## config.mk

```make
export PLATFORM = sky130hd
export DESIGN_NAME = chroma_bg_reader_flat
export DESIGN_NICKNAME = d
export VERILOG_FILES = /design/src/rtl/chroma_bg_reader_if.sv /design/src/rtl/chroma_bg_reader.sv /design/src/flat_wrapper.sv
export SDC_FILE = /design/constraint.sdc
export NUM_CORES = 1
export LEC_CHECK = 0
export CORE_ASPECT_RATIO = 0.75
export CORE_MARGIN = 2
export CORE_UTILIZATION = 46
export DETAILED_ROUTE_END_ITERATION = 7
export MAX_ROUTING_LAYER = met4
export SLEW_MARGIN = 40
export SYNTH_ARGS = -nofsm -noshare
export SYNTH_HDL_FRONTEND = slang
export SYNTH_SLANG_ARGS = --single-unit
```

## constraint.sdc

```tcl
create_clock -name iCLK27 -period 5.87 [get_ports iCLK27]
set_input_delay 1.174 -clock iCLK27 [delete_from_list [all_inputs] [get_ports iCLK27]]
set_output_delay 1.174 -clock iCLK27 [all_outputs]
set_load 0.005 [all_outputs]
```

## src/rtl/chroma_bg_reader_if.sv

```systemverilog
// Memory read port between the background reader and pixel memory.
// The reader drives address/request; memory returns stall, valid and RGB565 data.
interface chroma_bg_reader_if #(
  parameter int ADDR_W = 19
);
  logic [ADDR_W-1:0] oMEM_ADDR;
  logic              oMEM_RD;
  logic              iMEM_WAIT;
  logic              iMEM_RDVALID;
  logic [15:0]       iMEM_DATA;

  modport master (
    output oMEM_ADDR, oMEM_RD,
    input  iMEM_WAIT, iMEM_RDVALID, iMEM_DATA
  );

  modport slave (
    input  oMEM_ADDR, oMEM_RD,
    output iMEM_WAIT, iMEM_RDVALID, iMEM_DATA
  );
endinterface

```

## src/rtl/chroma_bg_reader.sv

```systemverilog
// Background-image source for the chroma-key mixer: prefetches an RGB565 frame into a
// FIFO and delivers one 10-bit-per-channel pixel per VGA request, in raster order.
//
// state | meaning
// IDLE  | no frame being fetched
// FETCH | issuing reads until the whole frame has been requested
// DRAIN | all reads issued, waiting for FIFO to empty and returns to retire
module chroma_bg_reader #(
  parameter int              H_ACT      = 640,
  parameter int              V_ACT      = 480,
  parameter int              ADDR_W     = 19,
  parameter logic [ADDR_W-1:0] BASE_ADDR = '0,
  parameter int              FIFO_DEPTH = 16,
  parameter logic [9:0]      FILL_COLOR = 10'd2
) (
  input  logic                       iCLK27,
  input  logic                       iRST,
  input  logic                       iEN,
  input  logic                       iFRAME_START,
  input  logic                       iVGA_REQ,
  chroma_bg_reader_if.master         mem,
  output logic [9:0]                 oIM_R,
  output logic [9:0]                 oIM_G,
  output logic [9:0]                 oIM_B,
  output logic                       oIM_VALID,
  output logic [15:0]                oUNDERFLOW
);
  localparam int TOTAL = H_ACT * V_ACT;
  localparam int CNT_W = $clog2(TOTAL + 1);
  localparam int PTR_W = $clog2(FIFO_DEPTH);
  localparam int OCC_W = PTR_W + 1;

  typedef enum logic [1:0] {IDLE, FETCH, DRAIN} state_t;
  state_t state_q, state_d;

  logic [ADDR_W-1:0] addr_q, addr_d;
  logic [CNT_W-1:0]  issued_q, issued_d;
  logic [OCC_W-1:0]  out_q, out_d, drop_q, drop_d, count_q, count_d;
  logic [PTR_W-1:0]  wr_ptr_q, rd_ptr_q;
  logic [15:0]       fifo_q [FIFO_DEPTH];
  logic              stall_q;
  logic [9:0]        r_q, g_q, b_q;
  logic              valid_q;
  logic [15:0]       und_q;

  logic              restart, issue_ok, rd, accept, retire, push, pop, fifo_empty;
  logic [OCC_W:0]    occupancy;
  logic [15:0]       head;

  assign restart   = iFRAME_START & iEN;
  assign occupancy = {1'b0, count_q} + {1'b0, out_q};

  always_ff @(posedge iCLK27) begin
    if (iRST) state_q <= IDLE;
    else      state_q <= state_d;
  end

  always_comb begin
    state_d = state_q;
    case (state_q)
      IDLE:    state_d = IDLE;
      FETCH:   if (issued_q == CNT_W'(TOTAL)) state_d = DRAIN;
      DRAIN:   if (count_q == '0 && out_q == '0) state_d = IDLE;
      default: state_d = IDLE;
    endcase
    if (restart) state_d = FETCH;
  end

  always_comb begin
    issue_ok = (state_q == FETCH) && iEN && !restart &&
               (occupancy < (OCC_W+1)'(FIFO_DEPTH)) && (issued_q < CNT_W'(TOTAL));
  end

  // A stalled request stays up regardless of enable so memory sees a stable command.
  assign rd         = issue_ok | stall_q;
  assign accept     = rd & ~mem.iMEM_WAIT;
  assign retire     = mem.iMEM_RDVALID;
  assign fifo_empty = (count_q == '0) || restart;
  assign push       = retire && (drop_q == '0) && !restart;
  assign pop        = iVGA_REQ && iEN && !fifo_empty;
  assign head       = fifo_q[rd_ptr_q];

  always_comb begin
    out_d    = out_q + OCC_W'(accept) - OCC_W'(retire);
    addr_d   = addr_q;
    issued_d = issued_q;
    drop_d   = drop_q;
    count_d  = count_q + OCC_W'(push) - OCC_W'(pop);
    if (accept) begin
      addr_d   = addr_q + ADDR_W'(1);
      issued_d = issued_q + CNT_W'(1);
    end
    if (retire && drop_q != '0) drop_d = drop_q - OCC_W'(1);
    // Everything still in flight at a restart belongs to the old frame.
    if (restart) begin
      addr_d   = BASE_ADDR;
      issued_d = '0;
      drop_d   = out_d;
      count_d  = '0;
    end
  end

  always_ff @(posedge iCLK27) begin
    if (iRST) begin
      addr_q   <= BASE_ADDR;
      issued_q <= '0;
      out_q    <= '0;
      drop_q   <= '0;
      count_q  <= '0;
      wr_ptr_q <= '0;
      rd_ptr_q <= '0;
      stall_q  <= 1'b0;
    end else begin
      addr_q   <= addr_d;
      issued_q <= issued_d;
      out_q    <= out_d;
      drop_q   <= drop_d;
      count_q  <= count_d;
      stall_q  <= rd & mem.iMEM_WAIT & ~restart;
      if (restart) begin
        wr_ptr_q <= '0;
        rd_ptr_q <= '0;
      end else begin
        if (push) wr_ptr_q <= wr_ptr_q + PTR_W'(1);
        if (pop)  rd_ptr_q <= rd_ptr_q + PTR_W'(1);
      end
    end
  end

  always_ff @(posedge iCLK27) begin
    if (push) fifo_q[wr_ptr_q] <= mem.iMEM_DATA;
  end

  always_ff @(posedge iCLK27) begin
    if (iRST) begin
      r_q     <= FILL_COLOR;
      g_q     <= FILL_COLOR;
      b_q     <= FILL_COLOR;
      valid_q <= 1'b0;
      und_q   <= '0;
    end else if (!iEN) begin
      r_q     <= FILL_COLOR;
      g_q     <= FILL_COLOR;
      b_q     <= FILL_COLOR;
      valid_q <= 1'b0;
    end else if (iVGA_REQ) begin
      if (pop) begin
        r_q     <= {head[15:11], head[15:11]};
        g_q     <= {head[10:5], head[10:7]};
        b_q     <= {head[4:0], head[4:0]};
        valid_q <= 1'b1;
      end else begin
        r_q     <= FILL_COLOR;
        g_q     <= FILL_COLOR;
        b_q     <= FILL_COLOR;
        valid_q <= 1'b0;
        if (und_q != 16'hFFFF) und_q <= und_q + 16'd1;
      end
    end else begin
      valid_q <= 1'b0;
    end
  end

  assign mem.oMEM_ADDR = addr_q;
  assign mem.oMEM_RD   = rd;
  assign oIM_R         = r_q;
  assign oIM_G         = g_q;
  assign oIM_B         = b_q;
  assign oIM_VALID     = valid_q;
  assign oUNDERFLOW    = und_q;
endmodule
```

## src/flat_wrapper.sv

```systemverilog
// flat-port wrapper written by rule: the top's interface ports become plain ports
module chroma_bg_reader_flat 
#(
  parameter int              H_ACT      = 640,
  parameter int              V_ACT      = 480,
  parameter int              ADDR_W     = 19,
  parameter logic [ADDR_W-1:0] BASE_ADDR = '0,
  parameter int              FIFO_DEPTH = 16,
  parameter logic [9:0]      FILL_COLOR = 10'd2
)
  (iCLK27, iRST, iEN, iFRAME_START, iVGA_REQ, oIM_R, oIM_G, oIM_B, oIM_VALID, oUNDERFLOW, mem_oMEM_ADDR, mem_oMEM_RD, mem_iMEM_WAIT, mem_iMEM_RDVALID, mem_iMEM_DATA);
  chroma_bg_reader_if #(.ADDR_W(ADDR_W)) mem_i ();
  input  logic iCLK27;
  input  logic iRST;
  input  logic iEN;
  input  logic iFRAME_START;
  input  logic iVGA_REQ;
  output logic [9:0] oIM_R;
  output logic [9:0] oIM_G;
  output logic [9:0] oIM_B;
  output logic oIM_VALID;
  output logic [15:0] oUNDERFLOW;
  output wire logic [$bits(mem_i.oMEM_ADDR)-1:0] mem_oMEM_ADDR;
  output wire logic [$bits(mem_i.oMEM_RD)-1:0] mem_oMEM_RD;
  input wire logic [$bits(mem_i.iMEM_WAIT)-1:0] mem_iMEM_WAIT;
  input wire logic [$bits(mem_i.iMEM_RDVALID)-1:0] mem_iMEM_RDVALID;
  input wire logic [$bits(mem_i.iMEM_DATA)-1:0] mem_iMEM_DATA;
  assign mem_oMEM_ADDR = mem_i.oMEM_ADDR;
  assign mem_oMEM_RD = mem_i.oMEM_RD;
  assign mem_i.iMEM_WAIT = mem_iMEM_WAIT;
  assign mem_i.iMEM_RDVALID = mem_iMEM_RDVALID;
  assign mem_i.iMEM_DATA = mem_iMEM_DATA;
  chroma_bg_reader #(.H_ACT(H_ACT), .V_ACT(V_ACT), .ADDR_W(ADDR_W), .BASE_ADDR(BASE_ADDR), .FIFO_DEPTH(FIFO_DEPTH), .FILL_COLOR(FILL_COLOR)) u_core (.iCLK27(iCLK27), .iRST(iRST), .iEN(iEN), .iFRAME_START(iFRAME_START), .iVGA_REQ(iVGA_REQ), .mem(mem_i), .oIM_R(oIM_R), .oIM_G(oIM_G), .oIM_B(oIM_B), .oIM_VALID(oIM_VALID), .oUNDERFLOW(oUNDERFLOW));
endmodule
```

# == Yosys cells after proc, flatten, opt, wreduce, memory -nomap -nowiden ==
# Memories as Yosys holds them, arrays and structs flattened. A register that Yosys moved wholly into a read port is not among the register bits.
# Cells that the tools add are included.
# word_totals
ff_bits,111
ramBits,256
in_bits,23
wordCells,85
mem_count,1
# mem_list
memory,depth,word_bits,rd,rd_clocked_by_memory_dff,wr,line,rtl
u_core.fifo_q,16,16,1,1,1,chroma_bg_reader.sv:40,logic [15:0] fifo_q [FIFO_DEPTH];
# op_classes
n_addsub,11
order_cmp,2
eq_ne,8
n_mux,14
bitwise,10
reduce_logical,24
# op_table
op,count
19-bit by 1-bit adder with 19-bit output (second input constant),2
10-bit 2-to-1 mux,3
19-bit equality test (second input constant),1
19-bit < comparator (second input constant),1
16-bit by 1-bit adder with 16-bit output (second input constant),1
16-bit != test (second input constant),1
5-bit zero test,3
5-bit by 1-bit adder with 5-bit output,2
1-bit logical AND,10
5-bit 2-to-1 mux,2
5-bit by 1-bit subtractor with 5-bit output,2
4-bit by 1-bit adder with 4-bit output (second input constant),2
4-bit 2-to-1 mux,2
5-bit by 5-bit adder with 6-bit output,1
6-bit by 5-bit < comparator with 1-bit output (second input constant),1
3-bit by 1-bit != test with 1-bit output (second input constant),2
1-bit inverter,5
5-bit nonzero test,1
5-bit by 1-bit subtractor with 5-bit output (second input constant),1
1-bit AND,4
1-bit 2-to-1 mux,4
2-bit 2-to-1 mux,2
2-bit by 1-bit != test with 1-bit output (second input constant),2
2-bit one-hot mux with 2 select lines,1
other kinds (10),13

# == Logic depth before layout (Yosys ltp) ==
# logic_depth
ltp_word,10
depth_mapped,14
mapped_depth_nobuf,14

# == Worst setup path before layout ==
# Ideal clock, no wire load.
# synth_timing
path_type,input to register
startpoint,in iFRAME_START
endpoint,mem u_core.fifo_q[3][0] (enable)
setup_ns,0.409
arrival_time_ns,3.253
required_ns,5.461
slack_ns,2.208
stages,5
n_path_buf,1
path_cell_list,and2_1 > buf_2 > nor3_1 > nand2_1 > nor3_1
# synth_via
elab_chain_len,5
# synth_lines
element,line,rtl
start: declaration,flat_wrapper.sv:16,input logic iFRAME_START;
1-bit AND,chroma_bg_reader.sv:50,assign restart = iFRAME_START & iEN;
1-bit zero test,chroma_bg_reader.sv:79,assign push = retire && (drop_q == '0) && !restart;
1-bit logical AND,chroma_bg_reader.sv:79,
net u_core.push,chroma_bg_reader.sv:46,"logic restart, issue_ok, rd, accept, retire, push, pop, fifo_empty;"
1-bit 2-to-1 mux,chroma_bg_reader.sv:131,if (push) fifo_q[wr_ptr_q] <= mem.iMEM_DATA;
1-bit 2-to-1 mux (not written as such),chroma_bg_reader.sv:131,
end: declaration,chroma_bg_reader.sv:40,
# The timed path passes the listed nets, and every way through them passes these cells.

# == Worst setup path in the final report ==
# layout_timing
startpoint,in iEN
endpoint,out mem_oMEM_RD
# layout_via
elab_chain_len,6
elab_cells_between_ends,7
classes_between,2 x bitwise; 5 x reduce/logical
# layout_lines
element,line,rtl
start: declaration,flat_wrapper.sv:15,input logic iEN;
1-bit AND,chroma_bg_reader.sv:50,
1-bit zero test,chroma_bg_reader.sv:70,issue_ok = (state_q == FETCH) && iEN && !restart &&
1-bit logical AND (*) (2 in a row),chroma_bg_reader.sv:70,
1-bit logical AND (*),chroma_bg_reader.sv:71,(occupancy < (OCC_W+1)'(FIFO_DEPTH)) && (issued_q < CNT_W'(TOTAL));
1-bit OR (*),chroma_bg_reader.sv:75,assign rd = issue_ok | stall_q;
end: declaration,flat_wrapper.sv:24,output wire logic [$bits(mem_i.oMEM_RD)-1:0] mem_oMEM_RD;
# Mark *: on every way between the ends. The rest lies on a longest branch, timed or not.

==> metrics <==
CTS resizes=0; share of power burned in registers=49.7%; Synthesized Nets=1025; CP Cell Sequence=clkdlybuf4s50_1 > a41o_1 > o211ai_1 > buf_4 > inv_1 > clkdlybuf4s50_1; worst path buffer plus inverter count=4; height of the chip=159 um; clock-pin slew reported for the worst setup and hold paths after clock tree synthesis=0.06 ns; number of maximum-capacitance violations=0; unrepaired setup endpoints after global routing=no; Final Hold Fails=0; Critical Path AT=2.84 ns; # DRC=0; number of warning messages in the yosys log=0; total placed cells including tap cells=1427; number of placement rows=56; EDFF count, synth=256; number of levels in the clock H-tree=2; area of the core=31500 um^2; cell mode on critical path=sky130_fd_sc_hd__clkdlybuf4s50_1; Sinks on Clock Net=360; top-level port count=90; Max Slew Vio Count=0; Peak supply drop=0.215 mV; remaining antenna violation count=0; total die area=33600 um^2; Worst-Margin Slew=0.848 ns; required time of the worst setup path=4.70 ns; end point of the most critical hold path=u_core.oIM_G[4]$_SDFFE_PP0P_; CTS tree=built; Worst-Skew Late Latency=0.52 ns; number of buffers inserted to repair setup after CTS=0; flop-to-flop setup slack=2.77 ns; Pwr Total=5740 uW; Max-slew headroom=43.3%; fraction of final layout cells with drive strength greater than 1=15.3%; post-detail-place hpwl=20.8 mm; count of buffers from port buffering=89; min-delay src=u_core.oIM_G[4]$_SDFFE_PP0P_; total routing resource utilization after global routing=20.1%; Synth Instances=974; Layout area overhead=17.3%; Mean Syn Cell Area=15.2 um^2; area of the multi-input gates=4730 um^2; RePlAce Congestion=0.800; Layout fillers=2526; Clk Tree Root Cell=sky130_fd_sc_hd__clkbuf_16; Die X=211 um; top library cells by usage in the layout, fill and taps aside=sky130_fd_sc_hd__edfxtp_1, sky130_fd_sc_hd__dfxtp_1, sky130_fd_sc_hd__clkdlybuf4s50_1; Reg2Reg Launch Point=u_core.count_q[1]$_SDFF_PP0_; commonest register cell after synthesis=sky130_fd_sc_hd__edfxtp_1; flip-flop and latch count after synthesis=360; Crit Path Category=in -> out; hold bufs inserted after CTS=0; ys async rst share=0%; Pwr per Cell Area=332 nW/um^2; share of synthesized area occupied by flip-flops and latches=66.2%; Post-Route Skew=0.00892 ns; CP max stage delay=0.55 ns; Worst Reg2Reg Path Length in Cells=13; final worst hold slack=0.453 ns; number of global-route vias before repair=8282; number of antenna violations at the first check in global routing=0; Final Non-Filler Cells=1491; Final period util=68.3%; maximum root-to-sink buffer count=3; netlist area before placement=14800 um^2; net switching power of the design=1320 uW; global route overflow=0; pin count of the biggest net entering global routing=54; relative contribution of the clock network to total power=40.3%; Final Net Count=1110; Critical R2R Capture=u_core.out_q[4]$_SDFF_PP0_; cts bufs inserted=36; Unique masters post-synth=59; Worst Hold Depth=1; antenna diode instance count=0; internal power of the cells=4420 uW; most common cell after layout, fill and taps aside=sky130_fd_sc_hd__edfxtp_1; type of element capturing the critical path=primary output; number of detailed-route iterations in the first pass=4; share of power burned in combinational logic=10.1%; per-cell via count in the routed design=5.69; Setup Viol. Count Final=0; starting utilization of the core area=46.9%; crit start category=input port; maximum clock frequency=0.249 GHz; total area of sequential cells=9780 um^2; average routed wire per standard cell=21.7 um; Setup Total Neg Slack=0 ns; switching part of the total power=23.0%; utilization after layout=55.0%; 1st-iter DRT viols=721; path class of the lowest-slack min-delay path=reg -> reg; total via count after detailed routing=8484; total routed wirelength=32.3 mm; largest fanout on the critical path=18; result of the run=finished, final reports clean; wire length of the first global-routing pass=49.7 mm; critical path's slowest cell=sky130_fd_sc_hd__clkdlybuf4s50_1; Top Family by Delay on Critical Path=buffers and inverters; leakage power summed over all cells=0.00557 uW; Final Critical Period=4.01 ns
worst max path at each step:
| stage | from | end | slack [ns] | depth (start not counted) |
|---|---|---|---|---|
| floorplan | iFRAME_START | u_core.fifo_q[3][0]$_DFFE_PP_ | 2.21 | 5 |
| global placement | iEN | u_core.fifo_q[15][3]$_DFFE_PP_ | 1.66 | 5 |
| detailed placement | iEN | u_core.fifo_q[7][0]$_DFFE_PP_ | 1.68 | 5 |
| CTS | iEN | mem_oMEM_RD | 1.86 | 6 |
| global route | iEN | mem_oMEM_RD | 1.77 | 6 |
| finish | iEN | mem_oMEM_RD | 1.86 | 6 |
power by group through the flow:
stage / Clock, uW / Sequential, uW / Combinational (uW)
floorplan: 0 / 2880 / 411
global placement: 0 / 2920 / 558
detailed placement: 0 / 2910 / 579
CTS: 2370 / 2850 / 583
global route: 2470 / 2860 / 643
finish: 2310 / 2850 / 578
cell families (layout without fill, tap and decap cells):
group           count (synthesis)  count (layout)  share of synthesized area (%)
xor+xnor                       27              27                           1.60
simple gates                  227             227                           8.36
buf+inv                        87             198                           2.59
compound gates                144             144                           6.51
flops                         360             360                           66.2
mux                           101             101                           12.3
fa+ha+maj                      28              28                           2.47
synth_stat cells (all sizes together) (5+ instances only):
cell type  count  area, um^2
inv           32         120
nor4           7        50.1
nand2         37         139
dfxtp        104        2080
xnor2         19         166
xor2           8        70.1
a21oi         47         235
nor2b          6        37.5
or3           15        93.8
nor2          60         225
o31ai         16         120
nand2b        10        62.6
nor3          11        66.3
o21ai         18        90.1
nand3         20         100
buf           26         153
clkbuf        29         109
and2           5        31.3
ha            26         325
and4           5        43.8
or4           23         173
o22ai         16         100
nand4         18         119
edfxtp       256        7690
mux4          64        1440
mux2i         35         350
a21o          19         143
state kept, by name (all words and copies together), names as in the netlist, named ones only:
signal                flops
u_core.stall_q            1
u_core.oIM_G              7
u_core.drop_q             5
u_core.issued_q          19
u_core.oIM_B              6
u_core.state_q            2
u_core.mem.oMEM_ADDR     19
u_core.oIM_VALID          1
u_core.oUNDERFLOW        16
u_core.oIM_R              6
u_core.wr_ptr_q           4
u_core.rd_ptr_q           4
u_core.fifo_q           256
u_core.out_q              5
u_core.count_q            5
final cells by class:
class / count / area share [%]
flip-flops and latches: 360 / 56.5
multi-input cells: 527 / 27.4
repair buffers: 102 / 5.75
clock buffers: 46 / 5.72
well taps: 406 / 2.93
clock inverters: 18 / 1.08
inverters: 32 / 0.694
through the flow:
stage | worst slack [ns] | area, um^2
6_report | 1.86 | 17300
5_1_grt | 1.77 | 17300
4_1_cts | 1.86 | 17300
3_5_place_dp | 1.68 | 16100
3_3_place_gp | 1.66 | 16000
2_1_floorplan | 2.21 | 14800
worst reg2reg max path: cells and delay by family (launching register included):
kind	cells	cell delay, ns
adders and majority gates	3	0.76
and+or+nand+nor	4	0.70
buffers and inverters	3	0.66
AOI/OAI and AO/OA	3	0.48
DFF	1	0.39
layer usage:
layer | track usage [%] | up-vias | part of all wire [%]
met5 | - | - | 0
met4 | 3.97 | 0 | 1.2
met3 | 3.67 | 32 | 5.2
met2 | 28.7 | 193 | 44
met1 | 30.3 | 4292 | 50
li1 | - | 3967 | -
(Power assumes the default switching activity.)
